**config.mk**
```make
export PLATFORM = sky130hd
export DESIGN_NAME = mmu_sequencer
export DESIGN_NICKNAME = d
export VERILOG_FILES = /design/src/rtl/mmu_pkg.sv /design/src/rtl/mmu_wait_timer.sv /design/src/rtl/mmu_sequencer.sv
export SDC_FILE = /design/constraint.sdc
export NUM_CORES = 1
export LEC_CHECK = 0
export CAP_MARGIN = 20
export CORE_MARGIN = 5
export CORE_UTILIZATION = 45
export CTS_BUF_LIST = sky130_fd_sc_hd__clkbuf_4 sky130_fd_sc_hd__clkbuf_8
export DETAILED_ROUTE_END_ITERATION = 16
export GPL_TIMING_DRIVEN = 0
export HOLD_SLACK_MARGIN = 0.1
export PLACE_DENSITY = 0.85
export SLEW_MARGIN = 20
export SYNTH_ARGS = -nofsm -noshare
export SYNTH_HDL_FRONTEND = slang
export SYNTH_HIERARCHICAL = 1
export SYNTH_SLANG_ARGS = --single-unit
export TNS_END_PERCENT = 5
```
**constraint.sdc**
```tcl
create_clock -name clk -period 3.9 [get_ports clk]
set_input_delay 0.975 -clock clk [delete_from_list [all_inputs] [get_ports clk]]
set_output_delay 0.975 -clock clk [all_outputs]
set_load 0.05 [all_outputs]
```
**src/rtl/mmu_pkg.sv**
```systemverilog
// mmu_pkg: state encoding and index width shared by the
// memory-instruction sequencer and its wait timer.
package mmu_pkg;

  localparam int IDX_W = 4;

  typedef logic [IDX_W-1:0] idx_t;
  typedef logic [1:0]       state_t;

  localparam state_t S_IDLE   = 2'd0;
  localparam state_t S_RDREG  = 2'd1;
  localparam state_t S_MEMREQ = 2'd2;
  localparam state_t S_WB     = 2'd3;

endpackage

```
**src/rtl/mmu_wait_timer.sv**
```systemverilog
// mmu_wait_timer: 8-bit wait counter for an outstanding memory
// request; expired marks the last cycle a request may stay open.
module mmu_wait_timer #(
  parameter int TIMEOUT = 15
) (
  input  logic clk,
  input  logic rst_n,
  input  logic clr_i,
  input  logic en_i,
  output logic expired_o
);

  localparam logic [7:0] LAST = 8'(TIMEOUT - 1);

  logic [7:0] cnt_q, cnt_d;

  always_comb begin
    cnt_d = cnt_q;
    if (clr_i)
      cnt_d = '0;
    else if (en_i)
      cnt_d = cnt_q + 8'd1;
  end

  always_ff @(posedge clk or negedge rst_n) begin
    if (!rst_n)
      cnt_q <= '0;
    else
      cnt_q <= cnt_d;
  end

  assign expired_o = (cnt_q == LAST);

endmodule

```
**src/rtl/mmu_sequencer.sv**
```systemverilog
// mmu_sequencer: runs one decoded load/store through register
// read, memory request/ack and register write-back.
module mmu_sequencer
  import mmu_pkg::*;
#(
  parameter int DATA_W  = 32,
  parameter int TIMEOUT = 15
) (
  input  logic              clk,
  input  logic              rst_n,
  input  logic              cmd_valid,
  output logic              cmd_ready,
  input  logic              cmd_ld,
  input  logic              cmd_st,
  input  logic [IDX_W-1:0]  cmd_reg_addr,
  input  logic [IDX_W-1:0]  cmd_mem_addr,
  output logic              rf_rd_en,
  output logic [IDX_W-1:0]  rf_rd_addr,
  input  logic [DATA_W-1:0] rf_rd_data,
  output logic              rf_wr_en,
  output logic [IDX_W-1:0]  rf_wr_addr,
  output logic [DATA_W-1:0] rf_wr_data,
  output logic              mem_req,
  output logic              mem_we,
  output logic [IDX_W-1:0]  mem_addr,
  output logic [DATA_W-1:0] mem_wdata,
  input  logic              mem_ack,
  input  logic [DATA_W-1:0] mem_rdata,
  output logic              busy,
  output logic              err_invalid,
  output logic              err_timeout
);

  state_t            state_q, state_d;
  logic              st_q, st_d;
  idx_t              reg_q, reg_d;
  idx_t              maddr_q, maddr_d;
  logic [DATA_W-1:0] data_q, data_d;
  logic              einv_q, einv_d;
  logic              eto_q, eto_d;
  logic              tmr_clr, tmr_en, tmr_exp;

  mmu_wait_timer #(
    .TIMEOUT (TIMEOUT)
  ) u_timer (
    .clk       (clk),
    .rst_n     (rst_n),
    .clr_i     (tmr_clr),
    .en_i      (tmr_en),
    .expired_o (tmr_exp)
  );

  always_comb begin
    state_d = state_q;
    st_d    = st_q;
    reg_d   = reg_q;
    maddr_d = maddr_q;
    data_d  = data_q;
    einv_d  = 1'b0;
    eto_d   = 1'b0;
    tmr_clr = 1'b0;
    tmr_en  = 1'b0;
    unique case (state_q)
      S_IDLE: begin
        if (cmd_valid) begin
          st_d    = cmd_st;
          reg_d   = cmd_reg_addr;
          maddr_d = cmd_mem_addr;
          unique case (1'b1)
            cmd_st && !cmd_ld: state_d = S_RDREG;
            cmd_ld && !cmd_st: begin
              state_d = S_MEMREQ;
              tmr_clr = 1'b1;
            end
            default: einv_d = 1'b1;
          endcase
        end
      end
      S_RDREG: begin
        data_d  = rf_rd_data;
        state_d = S_MEMREQ;
        tmr_clr = 1'b1;
      end
      S_MEMREQ: begin
        // an ack arriving on the expiry cycle still completes
        if (mem_ack) begin
          if (st_q) begin
            state_d = S_IDLE;
          end else begin
            data_d  = mem_rdata;
            state_d = S_WB;
          end
        end else if (tmr_exp) begin
          state_d = S_IDLE;
          eto_d   = 1'b1;
        end else begin
          tmr_en = 1'b1;
        end
      end
      S_WB:    state_d = S_IDLE;
      default: state_d = S_IDLE;
    endcase
  end

  always_ff @(posedge clk or negedge rst_n) begin
    if (!rst_n) begin
      state_q <= S_IDLE;
      st_q    <= 1'b0;
      reg_q   <= '0;
      maddr_q <= '0;
      data_q  <= '0;
      einv_q  <= 1'b0;
      eto_q   <= 1'b0;
    end else begin
      state_q <= state_d;
      st_q    <= st_d;
      reg_q   <= reg_d;
      maddr_q <= maddr_d;
      data_q  <= data_d;
      einv_q  <= einv_d;
      eto_q   <= eto_d;
    end
  end

  assign cmd_ready   = (state_q == S_IDLE);
  assign busy        = !cmd_ready;
  assign rf_rd_en    = (state_q == S_RDREG);
  assign rf_rd_addr  = rf_rd_en ? reg_q : '0;
  assign rf_wr_en    = (state_q == S_WB);
  assign rf_wr_addr  = rf_wr_en ? reg_q : '0;
  assign rf_wr_data  = rf_wr_en ? data_q : '0;
  assign mem_req     = (state_q == S_MEMREQ);
  assign mem_we      = mem_req & st_q;
  assign mem_addr    = mem_req ? maddr_q : '0;
  assign mem_wdata   = mem_req ? data_q : '0;
  assign err_invalid = einv_q;
  assign err_timeout = eto_q;

endmodule

```
==> flow_summary.toml, run 1 <==
[status]
status = "complete, no violations"

[detailed_routing]
via_count = 2693
wl_per_cell_um = 16.41
routed_wl_um = 9024
first_iter_violations = 78
vias_per_cell = 4.896
ant_nets = 0
drcViolationCount = 0
dr.pass1.iters = 4

[logic_synthesis]
synth_top_area_share_pct = 40.23
yosysUniqueCellTypes = 35
synth_area_leaders = "dfrtp_1 40%, mux2_2 15%, and2_1 14%, mux2_4 14%, ha_1 3.8%"
ys_ff_latch = 53
syn_inst = 282
syn-num-nets = 370
yosysTopAreaCell = "dfrtp_1"
yosys_warnings = 6
syn_area_per_cell_um2 = 11.69
syn_area_um2 = 3297
synth-seq-area-share_pct = 40.23

[final_layout]
fin_nets = 538
nFillCells = 531
diodes = 0
syn_to_final_growth_pct = 55.29
drive_gt1_share_pct = 21.29

[setup_path]
crit_arrival_ns = 2.71
cp.required_ns = 2.92
cp-start-kind = "flip-flop"
path_class = "reg -> out"
critPathTopFamily = "buffers and inverters"
cp_cell_sequence = "inv_1, ha_1, clkbuf_1, and2_1, clkdlybuf4s50_1"
cp_slowest_stage_delay_ns = 0.83
worst_path_max_delay_cell = "clkdlybuf4s50_1"
cp-end-kind = "output port"
rrSetupSlack_ns = 1.38
startpoint = "state_q[0]$_DFFE_PN0P_"
path_buf_inv = 3
worstPathMaxFanout = 10
r2r-start = "state_q[0]$_DFFE_PN0P_"

[min_path]
worstHoldPathType = "reg -> reg"
worstHoldStart = "maddr_q[1]$_DFFE_PN0P_"

[floorplan]
ios = 162
core_area_um2 = 7176
die_w_um = 95.60
initial_core_util_pct = 45.95
die_height_um = 95.60
core.rowCount = 31
die-area_um2 = 9138

[sta]
tightest_slew_ns = 0.6661
rsz0062_at_grt = "no"
setup-tns-final_ns = 0
relSlewSlack_pct = 55.59
hold_ws_ns = 0.5089
finalSetupViolations = 0
slew_violations = 0
clock.fmax_ghz = 0.2717
finalHoldViolCount = 0
skew_ns = 0.009449
post-route-min-period_ns = 3.680
period_share_pct = 94.36

[power_and_ir_drop]
power.total_w = 0.004839
power.leakage_nw = 2.181
p_per_area_nw_per_um2 = 945.2
ir_drop_mv = 0.5161

[global_route]
grt_max_degree = 54
grt_pass1_wl_um = 14120
grt_pass1_vias = 2903
antenna_found_initial = 0
grt-ovfl-total = 0
grt_usage_pct = 19.76

[place]
gp_congestion = 0.8104
dp_hpwl_um = 7205
io_buffers = 161

[clock_tree]
cts_hold_buf = 0
cts_buffers = 5
clockBufferDepth = 2
clk_latency_ns = 0.30
cts_setup_buffers = 0
clk_pin_slew_ns = 0.10
cts.sinks = 53
cts_htree_levels = 2
cts_tree = "yes"
cts_resized = 0
clockRootBuffer = "clkbuf_8"

[job]
maxCapViolCount = 0
cells in the final DEF (no fill, tap or decap), types with 2 or more instances in the layout:
master / n
ha_1: 10
buf_4: 3
or4_1: 2
nand3_1: 2
nor2_1: 6
and2_1: 76
dfrtp_1: 53
clkbuf_1: 6
inv_1: 8
buf_6: 4
clkdlybuf4s50_1: 160
a21oi_1: 4
o31ai_1: 2
buf_2: 4
xor2_1: 3
and3_1: 2
mux2_4: 30
nand2_1: 4
clkbuf_8: 5
nand4_1: 2
o21ai_0: 4
mux2_2: 43
metal layers:
metal | vias up | global-route usage, % | routed length, um
met3 | 8 | 7.261 | 863
met2 | 109 | 34.74 | 4560
met1 | 1292 | 22.58 | 3459
li1 | 1284 | - | -
met4 | 0 | 5.095 | 141
met5 | - | 0 | 0
flip-flops by register name, indices dropped and copies added (netlist names):
register and count:
state_q 2, reg_q 4, data_q 32, maddr_q 4
err_timeout 1, st_q 1, u_timer/cnt_q 8, err_invalid 1
final timing paths:
check                                                    end  cells after the start
worst max register to register  u_timer/cnt_q[7]$_DFFE_PN0P_                      8
worst min register to register        maddr_q[1]$_DFFE_PN0P_                      1
worst max-delay path                           mem_wdata[25]                      5
min in group asynchronous              data_q[5]$_DFFE_PN0P_                      1
worst min-delay path                  maddr_q[1]$_DFFE_PN0P_                      1
max in group asynchronous             data_q[25]$_DFFE_PN0P_                      1
synthesized netlist by cell type:
cell type / n
nand3b_1: 1
buf_4: 2
xnor2_1: 1
mux2i_1: 1
or3_2: 1
and3_1: 2
buf_6: 4
nand3_1: 2
mux2_4: 30
nand2b_1: 1
a221oi_1: 1
mux2_2: 43
o21bai_1: 1
and2_4: 1
clkbuf_1: 6
nand2_1: 4
a2bb2oi_1: 1
o21ai_0: 4
dfrtp_1: 53
nor2_1: 6
nor4_1: 1
nand3_2: 1
a21oi_1: 4
buf_2: 4
inv_1: 8
nor3b_1: 1
and2_1: 76
ha_1: 10
a211oi_1: 1
or4_1: 2
o31ai_1: 2
xor2_1: 3
nand4b_1: 1
nand4_1: 2
nand3b_4: 1
kinds of logic (layout without fill, tap and decap cells):
logic type	count (synthesis)	in the layout	synth area share [%]
AO/OA/AOI/OAI	14	14	2.657
XOR/XNOR	4	4	1.063
buffers and inverters	24	193	4.023
multiplexers	74	74	28.65
adder cells (fa/ha/maj)	10	10	3.795
flip-flops	53	53	40.23
AND/OR/NAND/NOR	103	103	19.58
layout make-up:
type / instances / area, um2 / share of cell area, %
multi-input cells: 205 / 1838 / 35.90
repair buffers: 161 / 1609 / 31.43
flip-flops and latches: 53 / 1326 / 25.90
well taps: 99 / 123.9 / 2.419
plain buffers: 16 / 102.6 / 2.004
clock buffers: 5 / 68.82 / 1.344
inverters: 8 / 30.03 / 0.5865
clock inverters: 3 / 21.27 / 0.4154
per-stage QoR:
stage          std cells  instance area, um2  setup WS, ns  util, %
6_report             550                5120        0.2199    71.35
5_1_grt              550                5120       0.03533    71.35
4_1_cts              550                5120        0.1704    71.35
3_5_place_dp         542                5030        0.5210    70.10
3_3_place_gp         542                5032        0.2088    70.13
2_1_floorplan        282                3297         1.245        -
power breakdown:
part           switching [W]  internal (W)
Clock               0.000182      0.000128
Combinational        0.00197       0.00157
Sequential          0.000180      0.000810
Total                0.00233       0.00251
Note: power is estimated with default switching activity, not from simulation.
==> inputs of run 2 (changes only) <==
- ABC_AREA: unset -> 1
- CAP_MARGIN: 20 -> unset
==> run 2 against run 1 <==
Against the previous run: total power decreased by 21%; critical endpoint is now mem_wdata[4]; hold slack improved by 0.0068 ns; first-iteration DRC count increased by 29%; sequential share of layout area is 0.17 points lower; highest routed layer unchanged; flip-flop and latch count unchanged; worst setup slack improved by 0.26 ns; clock skew shrank 0.0021 ns; non-clock buffer count increased by 6; die area grew 0.88%; synthesized cell count rose by 65%; critical path type unchanged; clock power up 3%.
==> flow_summary.toml, run 2 <==
[global_route]
grt-ovfl-total = 0
grt_max_degree = 54
grtUsageMet2_pct = 40.37
grtUsageMet1_pct = 24.27
grt_pass1_wl_um = 15480
grt_usage_pct = 21.43
use_met3_pct = 4.300
grt_pass1_vias = 3308
top_usage_layer = "met2"
antenna_found_initial = 0

[detailed_routing]
first_iter_violations = 101
drcViolationCount = 0
wl_per_cell_um = 13.78
ant_nets = 0
via_count = 3445
dr.pass1.iters = 4
routed_wl_um = 10090
vias_per_cell = 4.706

[sta]
setup-tns-final_ns = 0
clock.fmax_ghz = 0.2925
skew_ns = 0.007309
slew_violations = 0
post-route-min-period_ns = 3.419
relSlewSlack_pct = 55.35
rsz0062_at_grt = "no"
finalHoldViolCount = 0
period_share_pct = 87.66
finalSetupViolations = 0
tightest_slew_ns = 0.6698

[place]
dp_cells = 724
io_buffers = 161
dp_hpwl_um = 8164
place_area_um2 = 5062
gp_congestion = 0.8001

[clock_tree]
cts_hold_buf = 0
cts_buffers = 5
clockRootBuffer = "clkbuf_8"
clockBufferDepth = 2
clk_pin_slew_ns = 0.10
cts_setup_buffers = 0
cts_htree_levels = 2
clk_latency_ns = 0.31
cts_resized = 0
cts_tree = "yes"
cts.sinks = 53

[final_layout]
fin_nets = 720
final_cell_mix = "160 x clkdlybuf4s50_1, 136 x nand2_1, 94 x inv_1, 53 x dfrtp_1, 38 x o21ai_0"
largest_reg_flops = 32
final_cell_area_um2 = 5154
layout_commonest_cell = "clkdlybuf4s50_1"
nFillCells = 593
instances_no_fill = 732
drive_gt1_share_pct = 8.531
reg_top3 = "data_q: 32 flops, u_timer/cnt_q: 8 flops"
largest-register = "data_q"
fin_util_pct = 71.44
syn_to_final_growth_pct = 54.79
diodes = 0

[setup_path]
crit_arrival_ns = 2.44
ff2ff_path_depth = 11
cp-start-kind = "flip-flop"
endpoint = "mem_wdata[4]"
reg2reg_to = "u_timer/cnt_q[7]$_DFFE_PN0P_"
cp-end-kind = "output port"
startpoint = "state_q[0]$_DFFE_PN0P_"
cp.required_ns = 2.92
r2r-start = "state_q[1]$_DFFE_PN0P_"
worstPathMaxFanout = 10
rrSetupSlack_ns = 1.83
path_class = "reg -> out"

[logic_synthesis]
syn_area_um2 = 3329
syn_area_per_cell_um2 = 7.176
synth_edf_count = 0
ys_ff_latch = 53
async_flop_share_pct = 100.0
yosys_warnings = 6
yosysMostFrequentCell = "nand2_1"
yosys-top-cells-count = "136 x nand2_1, 94 x inv_1, 53 x dfrtp_1"
synth-seq-area-share_pct = 39.83
synth_top_area_share_pct = 39.83
yosysTopAreaCell = "dfrtp_1"
yosysUniqueCellTypes = 31
syn-num-nets = 552
syn_inst = 464
synthFlopType = "dfrtp_1"
synth_area_leaders = "dfrtp_1 40%, nand2_1 15%, inv_1 11%, o21ai_0 5.7%, o21ai_1 4.7%"

[job]
maxCapViolCount = 0

[power_and_ir_drop]
ir_drop_mv = 0.4845
power.total_w = 0.003838
p_per_area_nw_per_um2 = 744.8
power.leakage_nw = 2.761

[floorplan]
die-area_um2 = 9219
core.rowCount = 31
core_area_um2 = 7214
die_w_um = 96.02
die_height_um = 96.02
ios = 162
initial_core_util_pct = 46.15

[status]
status = "complete, no violations"

[min_path]
worstHoldPathType = "reg -> reg"
worstHoldPathCells = 1
[run 2: per-layer routing]
layer | routed length [um] | up-vias
li1 | - | 1726
met4 | 161 | 0
met2 | 5230 | 114
met5 | 0 | -
met1 | 3983 | 1591
met3 | 710 | 14
[run 2: cell type report]
type	instances	area [um2]	area share, %
plain buffers	22	152.6	2.962
clock buffers	6	76.32	1.481
clock inverters	2	15.01	0.2913
inverters	98	369.1	7.162
multi-input cells	291	1481	28.74
flip-flops and latches	53	1326	25.73
well taps	99	123.9	2.404
repair buffers	161	1609	31.22
[run 2: worst min path at each step]
| stage | from | slack [ns] | to |
|---|---|---|---|
| 3_5_place_dp | maddr_q[0]$_DFFE_PN0P_ | 0.50 | maddr_q[0]$_DFFE_PN0P_ |
| 3_3_place_gp | maddr_q[3]$_DFFE_PN0P_ | 0.49 | maddr_q[3]$_DFFE_PN0P_ |
| 2_1_floorplan | data_q[0]$_DFFE_PN0P_ | 0.47 | data_q[0]$_DFFE_PN0P_ |
| 5_1_grt | data_q[7]$_DFFE_PN0P_ | 0.55 | data_q[7]$_DFFE_PN0P_ |
| 4_1_cts | maddr_q[0]$_DFFE_PN0P_ | 0.52 | maddr_q[0]$_DFFE_PN0P_ |
| 6_report | maddr_q[0]$_DFFE_PN0P_ | 0.52 | maddr_q[0]$_DFFE_PN0P_ |
[run 2: power by group]
| group | switching [W] | total [W] | internal [W] |
|---|---|---|---|
| Sequential | 0.000189 | 0.000990 | 0.000801 |
| Combinational | 0.00162 | 0.00253 | 0.000907 |
| Clock | 0.000183 | 0.000317 | 0.000134 |
| Total | 0.00200 | 0.00384 | 0.00184 |
[run 2: kinds of logic (layout without fill, tap and decap cells)]
logic type	count (synthesis)	count (layout)	share of synthesized area, %
compound gates	74	74	11.20
fa+ha+maj	10	10	3.758
buf+inv	120	289	15.67
flops	53	53	39.83
mux	8	8	2.706
simple gates	199	199	26.83
[run 2: metrics by stage]
| step | worst slack, ns | hold WS [ns] |
|---|---|---|
| 4_1_cts | 0.4632 | 0.5214 |
| 2_1_floorplan | 1.223 | 0.4744 |
| 3_5_place_dp | 0.8172 | 0.4986 |
| 5_1_grt | 0.3665 | 0.5462 |
| 6_report | 0.4811 | 0.5156 |
| 3_3_place_gp | 0.2734 | 0.4888 |
[run 2: critical path, cell delays in order, from the launching register on]
cell and delay, ns:
dfrtp_1 0.45, inv_1 0.15, ha_1 0.18, buf_6 0.15
buf_2 0.23, nand2_1 0.08, inv_1 0.06, clkdlybuf4s50_1 0.81
==> inputs of run 3 (changes only) <==
- CELL_PAD_IN_SITES_DETAIL_PLACEMENT: unset -> 1
- CELL_PAD_IN_SITES_GLOBAL_PLACEMENT: unset -> 1
- CORE_ASPECT_RATIO: unset -> 0.6
- CORE_UTILIZATION: 45 -> 31
- PLACE_DENSITY: 0.85 -> 0.86
==> run 3 against run 2 <==
Against the previous run: cell count increased by 5.3%; clock skew decreased by 0.0028 ns; routed wire length increased by 20%; final area increased by 0.95%; sequential share of layout area decreased by 0.24 points; combinational power increased by 3%; hold slack improved by 0.0018 ns; critical endpoint is now mem_wdata[3]; largest cell class unchanged; largest power group unchanged.
==> flow_summary.toml, run 3 (synthesis gave the netlist of run 2 again) <==
[setup_path]
path_common_cell = "inv_1"
worstPathMaxFanout = 10
path_class = "reg -> out"
cp_cell_sequence = "inv_1, ha_1, buf_6, buf_2, nand2_1, inv_1, clkdlybuf4s50_1"
path_buf_inv = 5
cp_slowest_stage_delay_ns = 0.80
cp.required_ns = 2.92
cp-start-kind = "flip-flop"
critPathTopFamily = "buffers and inverters"
worst_path_max_delay_cell = "clkdlybuf4s50_1"
cp-end-kind = "output port"
crit_arrival_ns = 2.52

[sta]
slew_violations = 0
post-route-min-period_ns = 3.495
finalSetupViolations = 0
clock.fmax_ghz = 0.2861
rsz0062_at_grt = "no"
tightest_slew_ns = 0.7174
finalHoldViolCount = 0
setup-tns-final_ns = 0
skew_ns = 0.004501
relSlewSlack_pct = 52.17
period_share_pct = 89.62

[clock_tree]
cts_hold_buf = 0
cts_resized = 0
cts_setup_buffers = 0
clk_latency_ns = 0.31
clockBufferDepth = 2
clockRootBuffer = "clkbuf_8"
cts_htree_levels = 2
cts_tree = "yes"
clk_pin_slew_ns = 0.09
cts_buffers = 5
cts.sinks = 53

[detailed_routing]
drcViolationCount = 0
dr.pass1.iters = 4
routed_wl_um = 12130
first_iter_violations = 124
via_count = 3475
ant_nets = 0
wl_per_cell_um = 15.73
vias_per_cell = 4.507

[place]
io_buffers = 161
dp_cells = 764
gp_congestion = 0.8181
dp_hpwl_um = 9698

[power_and_ir_drop]
p_per_area_nw_per_um2 = 753.8
ir_drop_mv = 0.4322
power.leakage_nw = 2.768

[global_route]
grt_pass1_wl_um = 19650
grt-ovfl-total = 0
grt_max_degree = 54
grt_usage_pct = 18.87
antenna_found_initial = 0
grt_pass1_vias = 3827

[final_layout]
nFillCells = 1318
final_cell_mix = "160 x clkdlybuf4s50_1, 136 x nand2_1, 94 x inv_1, 53 x dfrtp_1, 38 x o21ai_0"
largest-register = "data_q"
multi_input_area_um2 = 1481
diodes = 0
layout_commonest_cell = "clkdlybuf4s50_1"
syn_to_final_growth_pct = 56.26
fin_nets = 720
drive_gt1_share_pct = 8.386
instances_no_fill = 771
reg_top3 = "data_q: 32 flops, u_timer/cnt_q: 8 flops"
largest_reg_flops = 32
seq_area_um2 = 1326

[floorplan]
core.rowCount = 29
die-area_um2 = 12980
ios = 162
die_height_um = 90.28
die_w_um = 143.8
core_area_um2 = 10520
initial_core_util_pct = 31.64

[job]
maxCapViolCount = 0

[status]
status = "complete, no violations"

[min_path]
worstHoldPathType = "reg -> reg"
-- run 3: cell type report --
cell class	count	share of cell area [%]
inverters	98	7.095
multi-input cells	291	28.48
plain buffers	22	2.934
well taps	139	3.343
clock buffers	7	1.732
repair buffers	161	30.93
flip-flops and latches	53	25.49
-- run 3: layer usage --
metal  wire (um)  up-vias  GRT usage, %
met5           0        -             0
met4          87        0         3.527
met3         783        7         4.603
met2        5756       92         32.27
met1        5498     1660         24.36
li1            -     1716             -
-- run 3: power breakdown --
group / internal (W) / switching [W]
sequential: 0.000801 / 0.000191
combinational: 0.000905 / 0.00169
clock: 0.000149 / 0.000183
-- run 3: worst paths after layout --
kind                            cells after the start                          from  slack (ns)                      endpoint
worst min register to register                      1        maddr_q[3]$_DFFE_PN0P_        0.52        maddr_q[3]$_DFFE_PN0P_
min in group asynchronous                           1                         rst_n        0.69        maddr_q[0]$_DFFE_PN0P_
worst min-delay path                                1        maddr_q[3]$_DFFE_PN0P_        0.52        maddr_q[3]$_DFFE_PN0P_
worst max register to register                     13  u_timer/cnt_q[0]$_DFFE_PN0P_        1.78  u_timer/cnt_q[7]$_DFFE_PN0P_
max in group asynchronous                           1                         rst_n        2.71        data_q[20]$_DFFE_PN0P_
worst max-delay path                                7        state_q[0]$_DFFE_PN0P_        0.40                  mem_wdata[3]
-- run 3: through the flow --
step	hold WS [ns]	cell area, um2	utilization, %	total power, W	setup slack [ns]
floorplan	0.4744	3329	-	0.002726	1.223
global placement	0.4879	5115	48.61	0.003525	0.1776
detailed placement	0.4962	5112	48.59	0.003634	0.7098
CTS	0.5192	5202	49.44	0.003983	0.3474
global route	0.5302	5202	49.44	0.004238	0.2354
finish	0.5174	5202	49.44	0.003922	0.4049
